File: config.mk
export PLATFORM = sky130hd
export DESIGN_NAME = approx_mult_err_eval
export DESIGN_NICKNAME = d
export VERILOG_FILES = /design/src/rtl/approx_mult_pkg.sv /design/src/rtl/err_accum.sv /design/src/rtl/approx_mult_err_eval.sv
export SDC_FILE = /design/constraint.sdc
export NUM_CORES = 1
export LEC_CHECK = 0
export ABC_AREA = 1
export BUFFER_PORTS_ARGS = -buffer_cell sky130_fd_sc_hd__buf_2
export CAP_MARGIN = 0
export CELL_PAD_IN_SITES_DETAIL_PLACEMENT = 0
export CELL_PAD_IN_SITES_GLOBAL_PLACEMENT = 1
export CORE_ASPECT_RATIO = 2
export CORE_UTILIZATION = 47
export DETAILED_ROUTE_END_ITERATION = 12
export PLACE_DENSITY = 0.89
export SYNTH_ARGS = -nofsm -noshare
export SYNTH_HDL_FRONTEND = slang
export SYNTH_SLANG_ARGS = --single-unit
File: constraint.sdc
create_clock -name clk -period 12 [get_ports clk]
set_input_delay 2.4 -clock clk [delete_from_list [all_inputs] [get_ports clk]]
set_output_delay 2.4 -clock clk [all_outputs]
set_load 0.02 [all_outputs]
File: src/rtl/approx_mult_pkg.sv
// Shared types and widths for the approximate-multiplier error evaluator.
// The widths here are fixed for the 8-bit operand family; the top-level W
// parameter is expected to match W_PKG.
package approx_mult_pkg;

    localparam int W_PKG = 8;
    localparam int PW    = 2 * W_PKG;   // product width
    localparam int ACC_W = 4 * W_PKG;   // accumulator width

    typedef enum logic [1:0] {
        IDLE  = 2'd0,
        SWEEP = 2'd1,
        DRAIN = 2'd2,
        DONE  = 2'd3
    } eval_state_t;

    typedef struct packed {
        logic [PW:0]      err_count;       // up to 2^PW mismatching pairs
        logic [ACC_W-1:0] sum_abs_err;
        logic [PW-1:0]    max_abs_err;
        logic [ACC_W:0]   sum_signed_err;  // two's complement
    } err_metrics_t;

endpackage

File: src/rtl/err_accum.sv
// Compare and accumulate stages of the error evaluator.
//   clk, rst   : clock, synchronous active-high reset
//   clr        : clears all metrics (start of a new sweep)
//   valid      : z/exact pair is a real sample this cycle
//   z, exact   : approximate and exact products, already aligned
//   cmp_vld    : compare stage holds a valid entry (used for drain detection)
//   metrics    : live error metrics
module err_accum
    import approx_mult_pkg::*;
(
    input  logic          clk,
    input  logic          rst,
    input  logic          clr,
    input  logic          valid,
    input  logic [PW-1:0] z,
    input  logic [PW-1:0] exact,
    output logic          cmp_vld,
    output err_metrics_t  metrics
);

    logic          cmp_vld_q, cmp_vld_d;
    logic [PW:0]   err_q, err_d;
    logic [PW-1:0] abs_q, abs_d;
    logic [PW:0]   neg_err;
    err_metrics_t  metrics_q, metrics_d;

    always_comb begin
        // One extra bit keeps z - exact exact as a signed value.
        err_d     = {1'b0, z} - {1'b0, exact};
        neg_err   = ~err_d + 1'b1;
        abs_d     = err_d[PW] ? neg_err[PW-1:0] : err_d[PW-1:0];
        cmp_vld_d = valid;

        metrics_d = metrics_q;
        if (clr) begin
            metrics_d = '0;
        end else if (cmp_vld_q) begin
            metrics_d.err_count      = metrics_q.err_count + {{PW{1'b0}}, |abs_q};
            metrics_d.sum_abs_err    = metrics_q.sum_abs_err + {{(ACC_W-PW){1'b0}}, abs_q};
            if (abs_q > metrics_q.max_abs_err)
                metrics_d.max_abs_err = abs_q;
            metrics_d.sum_signed_err = metrics_q.sum_signed_err + {{(ACC_W-PW){err_q[PW]}}, err_q};
        end
    end

    always_ff @(posedge clk) begin
        if (rst) begin
            cmp_vld_q <= 1'b0;
            err_q     <= '0;
            abs_q     <= '0;
            metrics_q <= '0;
        end else begin
            cmp_vld_q <= cmp_vld_d;
            err_q     <= err_d;
            abs_q     <= abs_d;
            metrics_q <= metrics_d;
        end
    end

    assign cmp_vld = cmp_vld_q;
    assign metrics = metrics_q;

endmodule

File: src/rtl/approx_mult_err_eval.sv
// Exhaustive error characterisation of an 8x8 approximate multiplier.
// Sweeps every (x, y) pair, aligns the exact product with the multiplier
// output through a delay line, and accumulates error metrics.
//   clk, rst        : clock, synchronous active-high reset
//   start           : pulse; begins a sweep from IDLE or DONE
//   busy, done      : status (busy in SWEEP/DRAIN, done held in DONE)
//   mult_x, mult_y  : operands to the multiplier under test
//   mult_z          : product, valid MULT_LAT cycles after the operands
//   err_count, sum_abs_err, max_abs_err, sum_signed_err : metrics
module approx_mult_err_eval
    import approx_mult_pkg::*;
#(
    parameter int W        = 8,
    parameter int MULT_LAT = 0
) (
    input  logic           clk,
    input  logic           rst,
    input  logic           start,
    output logic           busy,
    output logic           done,
    output logic [W-1:0]   mult_x,
    output logic [W-1:0]   mult_y,
    input  logic [2*W-1:0] mult_z,
    output logic [2*W:0]   err_count,
    output logic [4*W-1:0] sum_abs_err,
    output logic [2*W-1:0] max_abs_err,
    output logic [4*W:0]   sum_signed_err
);

    localparam int P = 2 * W;

    eval_state_t state_q, state_d;
    logic [P-1:0]  cnt_q, cnt_d;
    logic [W-1:0]  mult_x_q, mult_x_d, mult_y_q, mult_y_d;
    logic          busy_q, busy_d, done_q, done_d;
    logic [MULT_LAT:0]        vld_pipe_q, vld_pipe_d;
    logic [MULT_LAT:0][P-1:0] exact_pipe_q, exact_pipe_d;
    logic          clr;
    logic          cmp_vld;
    err_metrics_t  metrics;

    always_comb begin
        state_d = state_q;
        cnt_d   = cnt_q;
        clr     = 1'b0;
        case (state_q)
            IDLE, DONE: if (start) begin
                state_d = SWEEP;
                cnt_d   = '0;
                clr     = 1'b1;
            end
            SWEEP: begin
                // Natural wrap leaves cnt at 0 on entry to DRAIN.
                cnt_d = cnt_q + 1'b1;
                if (cnt_q == '1)
                    state_d = DRAIN;
            end
            DRAIN: if (!(|vld_pipe_q) && !cmp_vld)
                state_d = DONE;
            default: state_d = IDLE;
        endcase

        busy_d = (state_d == SWEEP) || (state_d == DRAIN);
        done_d = (state_d == DONE);

        // Operands are registered together with stage 0 of the delay line,
        // so stage MULT_LAT lines up with mult_z.
        mult_x_d        = cnt_q[P-1:W];
        mult_y_d        = cnt_q[W-1:0];
        vld_pipe_d[0]   = (state_q == SWEEP);
        exact_pipe_d[0] = {{W{1'b0}}, cnt_q[P-1:W]} * {{W{1'b0}}, cnt_q[W-1:0]};
        for (int i = 1; i <= MULT_LAT; i++) begin
            vld_pipe_d[i]   = vld_pipe_q[i-1];
            exact_pipe_d[i] = exact_pipe_q[i-1];
        end
    end

    always_ff @(posedge clk) begin
        if (rst) begin
            state_q      <= IDLE;
            cnt_q        <= '0;
            mult_x_q     <= '0;
            mult_y_q     <= '0;
            busy_q       <= 1'b0;
            done_q       <= 1'b0;
            vld_pipe_q   <= '0;
            exact_pipe_q <= '0;
        end else begin
            state_q      <= state_d;
            cnt_q        <= cnt_d;
            mult_x_q     <= mult_x_d;
            mult_y_q     <= mult_y_d;
            busy_q       <= busy_d;
            done_q       <= done_d;
            vld_pipe_q   <= vld_pipe_d;
            exact_pipe_q <= exact_pipe_d;
        end
    end

    err_accum u_err_accum (
        .clk     (clk),
        .rst     (rst),
        .clr     (clr),
        .valid   (vld_pipe_q[MULT_LAT]),
        .z       (mult_z),
        .exact   (exact_pipe_q[MULT_LAT]),
        .cmp_vld (cmp_vld),
        .metrics (metrics)
    );

    assign busy           = busy_q;
    assign done           = done_q;
    assign mult_x         = mult_x_q;
    assign mult_y         = mult_y_q;
    assign err_count      = metrics.err_count;
    assign sum_abs_err    = metrics.sum_abs_err;
    assign max_abs_err    = metrics.max_abs_err;
    assign sum_signed_err = metrics.sum_signed_err;

endmodule

==> metrics.txt, run 1 <==
largest net degree at the start of global routing=64; Rows=87; CTS sink cnt=184; Final ANT Viol Nets=0; vias in the first global route=13000; Critical Path Fanout Max=13; top-count cell post-synth=nand2_1; post-synthesis sequential area ratio=27.0%; full die area=0.0298 mm^2; Slew HR=28.1%; CTS Buf Count=17; RSZ-0062 raised after global routing=false; VDD IR max=90.5 uV; largest cells by area after synthesis=dfxtp_1 (27%), nand2_1 (12%), ha_1 (11%), inv_1 (10%), nor2_1 (7.8%); die height=243 um; Syn Inst Count=2070; top post-synthesis cells by count=nand2_1 (434), inv_1 (362), nor2_1 (285); Final Slew Violations=0; max incr delay on CP=560 ps; Post-synth EDFFs=0; clock skew=14.2 ps; power per cell area=111 mW/mm^2; initial antenna violation count=0; Startpoint Class=register; Final setup violation count=0; CTS resizes=0; post-synthesis cell area=0.0136 mm^2; drt wl/cell=15.5 um; DRC viols=0; Worst-path clk slew=70 ps; Syn-to-layout area delta=11.1%; worst hold slack=426 ps; Worst-Margin Slew=1080 ps; CTS root buffer=clkbuf_16; syn_area_per_cell=6.59 um^2; Hold Vio Cnt, Final=0; n_diodes=0; Vias/cell=5.23; ys async rst share=0%; synth unique cells=45; Worst Hold Class=reg -> reg; R2R Setup Slk=7370 ps; Sw Share=35.7%; Fin Setup TNS=0 ps; grt met3 use=3.31%; Initial Util=48.0%; routability cong.=0.919; Clk pwr share=33.3%; Internal Power=1.08 mW; M1 GR Usage=23.4%; layout cells sized above 1=10.2%; CP endpoint kind=register; total wire length=39500 um; leakage=7.97 nW; clk buf depth=2; 1st-iter DRT viols=516; status=finished, final reports clean; Crit Path Class=reg -> reg; NetSw=0.599 mW; dpl hpwl=32300 um; ys flop type=dfxtp_1; Final min period=4630 ps; drt pass-1 iters=5; I/O pin cnt=135; Critical Path RT=12370 ps; Final Non-Filler Cells=2545; Seq cells post-synth=184; layout net count=2357; CTS hold repair buffers=0; TritonCTS clock tree=built; placed insts=2513; Die X=122 um; Max-Cap Viols=0; CP Data Arrival Time=5000 ps; post-synth top area share=27.0%; CORE AREA=0.0284 mm^2; H-Tree Depth=4; synthesis warning total=0; met2 usage=54.8%; logic gate share of total power=25.3%; area leader, netlist=dfxtp_1; net count after synthesis=2251; gr ovfl total=0; IO buf count=134; Max Freq=216 MHz; worst skew pair latency=450 ps; Reg power frac=41.5%; Total Routing Usage GR=27.2%; first-pass GRT wire length=62100 um; via count=13300; Final Cycle Share=38.6%; crit-path cells=nand2_1 -> inv_1 -> fa_1 -> fa_1 -> inv_1 -> fa_1 -> fa_1 -> inv_1 -> ha_1 -> nand2_1 -> o21ai_0 -> a31oi_1 -> o21bai_1 -> o21ai_0 -> a21oi_1; Worst path most repeated cell=fa_1; busiest grt layer=met2; slowest library cell on the worst path=fa_1; Filler cells=2930; Setup Fix Bufs, Post-CTS=0
## layout by cell type (no fill, tap or decap), types with 4 or more instances in the layout
cell type,n
nand4_1,24
fa_1,39
a21oi_1,152
xor2_1,26
o21ai_1,13
dfxtp_1,183
o21bai_1,6
buf_2,134
nor3b_1,4
o21ai_0,125
nand2_2,20
clkinvlp_4,4
nor2_2,10
xnor2_1,6
a31oi_1,4
buf_4,4
nor2_1,284
nor4_1,10
o21a_1,10
nor3_1,33
clkbuf_16,17
nand2_1,434
nand3_2,5
a21oi_2,6
and2_1,5
nand3_1,98
inv_6,4
ha_1,123
inv_1,361
a21o_1,7
inv_2,4
## final timing paths
path	endpoint	startpoint	cells past startpoint
min reg2reg	u_err_accum.cmp_vld	vld_pipe_q	2
min	u_err_accum.cmp_vld	vld_pipe_q	2
max reg2reg	exact_pipe_q[13]	cnt_q[3]	15
max	exact_pipe_q[13]	cnt_q[3]	15
## through the flow
step | power [mW] | instance area, um^2 | utilization, % | worst slack [ps]
2_1_floorplan | 1.01 | 13600 | - | 7800
3_3_place_gp | 1.13 | 14600 | 51.3 | 7270
3_5_place_dp | 1.13 | 14600 | 51.3 | 7250
4_1_cts | 1.69 | 15100 | 53.3 | 7360
5_1_grt | 1.77 | 15100 | 53.3 | 7020
6_report | 1.68 | 15100 | 53.3 | 7370
## cell type report
class	instances	area, um^2	share of cell area, %
repair buffers	138	701	4.63
clock inverters	13	134	0.884
clock buffers	19	433	2.86
inverters	366	1370	9.07
well taps	356	445	2.94
multi-input cells	1469	8380	55.3
flip-flops and latches	184	3680	24.3
## routing by layer
metal  wire (um)  up-vias
li1            -     6774
met1       13400     6137
met2       22700      275
met3         922      117
met4        2520        0
met5           0        -
## logic make-up (layout without fill, tap and decap cells)
group	Yosys count	after routing	synth area share, %
simple gates	938	938	29.1
buf+inv	417	536	11.6
compound gates	337	337	13.3
flops	184	184	27.0
fa+ha+maj	162	162	17.0
xor+xnor	32	32	2.05
## flip-flops by register name, summed over array words and instances, names as in the netlist
signal,count
done,1
busy,1
exact_pipe_q,16
u_err_accum.abs_q,15
state_q,2
cnt_q,16
mult_x,8
u_err_accum.cmp_vld,1
u_err_accum.metrics,98
mult_y,8
u_err_accum.err_q,17
vld_pipe_q,1
## power by group through the flow
stage	clock (mW)	sequential [mW]	combinational [mW]
after CTS	0.572	0.695	0.426
after global placement	0	0.708	0.418
after floorplan	0	0.710	0.298
final	0.558	0.695	0.423
after global routing	0.593	0.699	0.480
after detailed placement	0	0.709	0.424
## critical path: cells and delay by family, from the launching register on
family | cells | cell delay, ps
fa+ha+maj | 5 | 2390
compound gates | 5 | 1310
flops | 1 | 490
simple gates | 2 | 200
buf+inv | 3 | 150
(Power assumes the default switching activity.)
==> run 2, diff against run 1 <==
ABC_AREA = 0   (was 1)
CORE_UTILIZATION = 45   (was 47)
PLACE_DENSITY = 0.82   (was 0.89)
clock period = 4.3 ns   (was 12 ns; I/O delays follow)
==> metrics.txt, run 2 <==
busiest grt layer=met2; n_diodes=0 (unchanged); top post-synthesis cells by count=dfxtp_1 (184), nor2_1 (170), ha_1 (123); die height=237 um (-2.4%); vias in the first global route=11000 (-16%); ys flop type=dfxtp_1; critical path's top delay family=adder cells; Final ANT Viol Nets=0 (unchanged); Post-synth EDFFs=0 (unchanged); commonest cells after routing, fill and taps aside=dfxtp_1 (174), nor2_1 (170), buf_2 (134); TritonCTS clock tree=built; CORE AREA=0.0270 mm^2 (-4.9%); Compound-Gate Fraction of Synth Area=15.8% (+2.5 points); DRC viols=0 (unchanged); Largest register FFs=98 (unchanged); Critical Path Fanout Max=9 (-4); Setup Fix Bufs, Post-CTS=0 (unchanged); CP Data Arrival Time=4460 ps (-540 ps); CTS Buf Count=17 (unchanged); CTS hold repair buffers=0 (unchanged); min-delay src=vld_pipe_q; Post-Synth Simple-Gate Area=19.7% (-9.4 points); Total Routing Usage GR=24.8% (-2.4 points); CP bufs+invs=4 (+1); post-synthesis xor/xnor area fraction=6.68% (+4.6 points); commonest non-fill, non-tap cell in the layout=dfxtp_1; synthesis warning total=0 (unchanged); clock skew=12.1 ps (-2.06 ps); M1 GR Usage=21.5% (-1.9 points); Final Slew Violations=0 (unchanged); CTS root buffer=clkbuf_16; crit-path cells=and2_1 -> fa_2 -> fa_1 -> inv_1 -> fa_1 -> fa_1 -> inv_1 -> ha_1 -> inv_1 -> o21ai_2 -> nand2_1 -> a211o_1 -> o21a_1 -> buf_4 -> xor2_2 -> nor2_1; Rows=85 (-2.3%); top-count cell post-synth=dfxtp_1; IO buf count=134 (unchanged); VDD IR max=299 uV (+230%); gr ovfl total=0 (unchanged); reg2reg path depth=16 (+1); setup ws final=171 ps (-7200 ps); Syn-to-layout area delta=14.9%; Final Cycle Share=96.0% (+57 points); Crit Path Class=reg -> reg; cell area after placement=0.0136 mm^2 (-7.0%); largest net degree at the start of global routing=68 (+6.3%); clk buf depth=2 (unchanged); Vias/cell=5.50 (+5.2%); largest cells by area after synthesis=dfxtp_1 (30%), ha_1 (12%), fa_1 (6.3%), nor2_1 (5.1%), xnor2_1 (4.0%); slowest library cell on the worst path=fa_1; worst r2r src=cnt_q[4]; R2R Setup Slk=170 ps (-7200 ps); dpl hpwl=27300 um (-15%); total wire length=34000 um (-14%); power per cell area=277 mW/mm^2 (+150%); Filler cells=2623 (-10%); synth unique cells=69 (+53%); Initial Util=46.1% (-1.9 points); mux share of post-synthesis cell area=3.30% (+3.3 points); leakage=6.47 nW (-19%); Syn Inst Count=1460 (-29%); ys async rst share=0% (unchanged); H-Tree Depth=4 (unchanged); CP endpoint kind=register; largest family of logic cells by synthesized area=simple AND/OR/NAND/NOR gates; Final min period=4130 ps (-503 ps); max incr delay on CP=560 ps (about the same); Worst-path clk slew=70 ps (about the same); via count=10800 (-19%); Hold Path End=u_err_accum.cmp_vld; initial antenna violation count=0 (unchanged); Sequential cell area=0.00371 mm^2 (+0.71%); post-synthesis cell area=0.0124 mm^2 (-8.7%); multi-input logic area=0.00810 mm^2 (-3.4%); pre-CTS WS=-246 ps (-7490 ps); layout cells sized above 1=16.3% (+6.1 points); Startpoint Class=register; first-pass GRT wire length=54300 um (-12%); grt met3 use=3.60% (+0.29 points); post-synthesis adder-cell area fraction=18.6% (+1.6 points); r2r endpoint=exact_pipe_q[12]; routability cong.=0.886 (-3.6%); layout net count=1780 (-24%); post-layout instance area=0.0143 mm^2 (-5.6%); Max Freq=242 MHz (+12%); Critical Path RT=4630 ps (-7740 ps); Slew HR=21.6% (-6.5 points); worst skew pair latency=460 ps (about the same); syn_area_per_cell=8.53 um^2 (+29%); CTS sink cnt=184 (unchanged); area leader, netlist=dfxtp_1; Hold Vio Cnt, Final=0 (unchanged); full die area=0.0284 mm^2 (-4.6%); drt pass-1 iters=4 (-1); Max-Cap Viols=0 (unchanged); I/O pin cnt=135 (unchanged); met2 usage=50.3% (-4.6 points); Hold Path Cell Cnt=1 (-1); Die X=120 um (-2.3%); post-synthesis sequential area ratio=29.6% (+2.6 points); drt wl/cell=17.3 um (+12%); Final setup violation count=0 (unchanged); Seq cells post-synth=184 (unchanged); status=finished, final reports clean; Worst Hold Class=reg -> reg; post-synth top area share=29.6% (+2.6 points); Worst-Margin Slew=1170 ps (+92.4 ps); net count after synthesis=1641 (-27%); 1st-iter DRT viols=445 (-14%)
[run 2: cell count changes in the layout (fill, tap and decap cells not counted), moves of 41 or more]
cell | before | now
o21ai_0 | 125 | 56
and2_1 | 5 | 51
nor2_1 | 284 | 170
mux2i_1 | 0 | 41
nor2b_1 | 0 | 43
inv_1 | 361 | 115
nand3_1 | 98 | 25
nand2_1 | 434 | 87
a21oi_1 | 152 | 92
xnor2_1 | 6 | 57
[run 2: how the worst max path moves through the flow]
stage              from                to  slack (ps)  cells past startpoint
3_3_place_gp   cnt_q[4]  exact_pipe_q[15]        -160                     16
6_report       cnt_q[4]  exact_pipe_q[12]         170                     16
5_1_grt        cnt_q[8]  exact_pipe_q[13]          -9                     20
4_1_cts        cnt_q[8]  exact_pipe_q[15]          10                     16
2_1_floorplan  cnt_q[4]  exact_pipe_q[15]           7                     17
3_5_place_dp   cnt_q[4]  exact_pipe_q[15]        -250                     16
[run 2: timing repair]
action	CTS	global route
gates resized for setup	10	33
pin swaps	4	17
setup endpoints to repair	5	5
[run 2: per-layer routing]
layer / wire, um / vias up
met3: 1090 / 107
met5: 0 / -
met4: 2150 / 0
met1: 11300 / 5121
met2: 19400 / 247
li1: - / 5302
[run 2: cell type report]
class                      instances  share of cell area (%)
multi-input combinational       1101                    56.6
tap                              348                    3.04
clock buffer                      19                    3.17
timing repair buffer             178                    7.08
sequential                       184                    25.9
inverter                         117                    3.07
clock inverter                    13                    1.11
[run 2: per-stage QoR]
| stage | util [%] | total power, mW | instances | hold WS (ps) | setup TNS [ps] |
|---|---|---|---|---|---|
| finish | 53.0 | 3.96 | 1960 | 458 | 0 |
| global route | 53.0 | 4.12 | 1960 | 478 | -8.84 |
| global placement | 50.2 | 2.35 | 1928 | 451 | -328 |
| detailed placement | 50.2 | 2.35 | 1928 | 452 | -641 |
| floorplan | - | 2.22 | 1460 | 439 | 0 |
| CTS | 52.5 | 4.00 | 1960 | 462 | 0 |
[run 2: logic make-up (layout without fill, tap and decap cells)]
family          Yosys count  count (layout)
compound gates          303             303
xor+xnor                 95              95
fa+ha+maj               162             162
buf+inv                 175             327
flops                   184             184
mux                      41              41
simple gates            500             500
[run 2: where the power goes]
group          internal (mW)  switching (mW)  leakage (nW)
combinational          0.202           0.306          4.68
sequential              1.74          0.0589          1.50
clock                  0.905           0.746         0.289
==> run 3, diff against run 2 <==
CELL_PAD_IN_SITES_DETAIL_PLACEMENT = unset   (was 0)
CELL_PAD_IN_SITES_GLOBAL_PLACEMENT = unset   (was 1)
CORE_UTILIZATION = 55   (was 45)
MAX_ROUTING_LAYER = met4   (was unset)
PLACE_DENSITY = 0.76   (was 0.82)
SETUP_SLACK_MARGIN = 0.5   (was unset)
==> metrics.txt, run 3 (synthesis gave the netlist of run 2 again) <==
Critical Path RT=4610 ps (-20 ps); TritonCTS clock tree=built; Sw Share=27.1% (-0.92 points); power per cell area=276 mW/mm^2 (-0.11%); Final Cycle Share=94.4% (-1.6 points); n_diodes=0 (unchanged); Syn-to-layout area delta=14.7%; routability cong.=0.985 (+11%); r2r endpoint=exact_pipe_q[14]; CP endpoint kind=register; Startpoint Class=register; Final Slew Violations=0 (unchanged); Worst Hold Class=reg -> reg; Vias/cell=5.81 (+5.7%); total wire length=33300 um (-2.1%); Critical Path Fanout Max=6 (-3); clock skew=11.7 ps (-0.455 ps); setup ws final=239 ps (+68.3 ps); leakage=6.47 nW (about the same); max incr delay on CP=530 ps (-30 ps); commonest cells after routing, fill and taps aside=nor2_1 (170), dfxtp_1 (170), buf_2 (134); slowest library cell on the worst path=fa_1; Filler cells=1914 (-27%); clk buf depth=2 (unchanged); RSZ-0062 raised after global routing=true; Internal Power=2.88 mW (+0.94%); worst skew pair latency=450 ps (about the same); Worst-path clk slew=80 ps (about the same); crit-path cells=buf_6 -> and2_4 -> fa_2 -> ha_4 -> inv_2 -> fa_1 -> fa_1 -> inv_2 -> ha_4 -> inv_4 -> o21ai_2 -> nand2_1 -> a211o_1 -> o21a_1 -> o21ai_2 -> xnor2_1 -> nor2_1; drt wl/cell=17.7 um (+1.9%); Crit Path Class=reg -> reg; Final min period=4060 ps (-68.3 ps); die height=215 um (-9.5%); Slew HR=30.6% (+9.0 points); Worst-Margin Slew=1040 ps (-134 ps); Initial Util=56.2% (+10 points); I/O pin cnt=135 (unchanged); layout cells sized above 1=17.2% (+0.92 points); Final setup violation count=0 (unchanged); CTS sink cnt=184 (unchanged); CP Data Arrival Time=4370 ps (-90 ps); vias in the first global route=11100 (+1.3%); Final ANT Viol Nets=0 (unchanged); DRC viols=0 (unchanged); full die area=0.0233 mm^2 (-18%); Die X=108 um (-9.4%); Hold Vio Cnt, Final=0 (unchanged); CTS Buf Count=17 (unchanged); H-Tree Depth=4 (unchanged); Largest register FFs=98 (unchanged); gr ovfl total=0 (unchanged); CORE AREA=0.0222 mm^2 (-18%); Clk pwr share=41.6% (about the same); dpl hpwl=26000 um (-5.0%); VDD IR max=344 uV (+15%); CTS root buffer=clkbuf_16; CP bufs+invs=4 (unchanged); status=finished, final reports clean; Max Freq=246 MHz (+1.7%); Max-Cap Viols=0 (unchanged); critical path's top delay family=adder cells; pre-CTS WS=97.8 ps (+344 ps); IO buf count=134 (unchanged); Fin Setup TNS=0 ps (unchanged); Rows=77 (-9.4%); first-pass GRT wire length=52200 um (-4.0%); largest net degree at the start of global routing=72 (+5.9%); 1st-iter DRT viols=479 (+7.6%); reg2reg path depth=17 (+1); drt pass-1 iters=7 (+3); initial antenna violation count=0 (unchanged); logic gate share of total power=12.8% (about the same); Hold Path End=u_err_accum.cmp_vld; CTS hold repair buffers=0 (unchanged); layout net count=1775 (-0.28%); via count=10900 (+1.6%); Crit path depth=17 (+1); R2R Setup Slk=240 ps (+70 ps); Total Routing Usage GR=30.1% (+5.3 points); Reg power frac=45.6% (about the same); min-delay src=vld_pipe_q; NetSw=1.07 mW (-3.6%); Hold Path Cell Cnt=1 (unchanged); worst r2r src=cnt_q[3]
[run 3: worst max path at each step]
stage                                  end       from
after global routing      exact_pipe_q[15]   cnt_q[4]
final                     exact_pipe_q[14]   cnt_q[3]
after global placement    exact_pipe_q[15]  cnt_q[10]
after detailed placement  exact_pipe_q[15]   cnt_q[3]
after CTS                 exact_pipe_q[15]   cnt_q[3]
after floorplan           exact_pipe_q[14]   cnt_q[2]
[run 3: stage by stage]
step	cell area, um^2	hold WS, ps	instances	power [mW]	util, %
4_1_cts	14100	458	1877	3.97	63.8
3_3_place_gp	13400	449	1834	2.33	60.4
3_5_place_dp	13400	448	1834	2.34	60.4
6_report	14300	456	1883	3.95	64.4
5_1_grt	14300	474	1883	4.09	64.4
2_1_floorplan	12600	439	1460	2.22	-
[run 3: metal layers]
metal  vias up  wire, um  track usage [%]
met4         0      2320             22.1
met2       271     18800             57.6
met5         -         0                -
li1       5303         -                -
met3       131      1130             5.07
met1      5241     11000             24.4
[run 3: final cells by class]
| cell class | count | area, um^2 | share of cell area [%] |
|---|---|---|---|
| clock buffers | 19 | 443 | 3.10 |
| inverters | 117 | 442 | 3.09 |
| clock inverters | 13 | 175 | 1.23 |
| well taps | 276 | 345 | 2.42 |
| repair buffers | 173 | 971 | 6.80 |
| flip-flops and latches | 184 | 3730 | 26.1 |
| multi-input cells | 1101 | 8170 | 57.2 |
[run 3: worst reg2reg max path: cells and delay by family, from the launching register on]
kind                       cells  cell delay [ps]
AOI/OAI and AO/OA              4              790
buffers and inverters          4              240
and+or+nand+nor                3              290
adders and majority gates      5             2050
xor gates and xnor gates       1              150
DFF                            1              400
[run 3: repair_timing]
action	4_1_cts	5_1_grt
gates resized for setup	17	26
gates cloned	0	0
endpoints found under the setup margin	7	8
buffers inserted	11	6
pin swaps	8	22
[run 3: power by group through the flow]
stage,Clock [mW],Combinational (mW),Sequential [mW]
6_report,1.64,0.507,1.80
5_1_grt,1.73,0.565,1.80
4_1_cts,1.67,0.503,1.80
3_5_place_dp,0,0.500,1.84
3_3_place_gp,0,0.492,1.84
2_1_floorplan,0,0.395,1.82
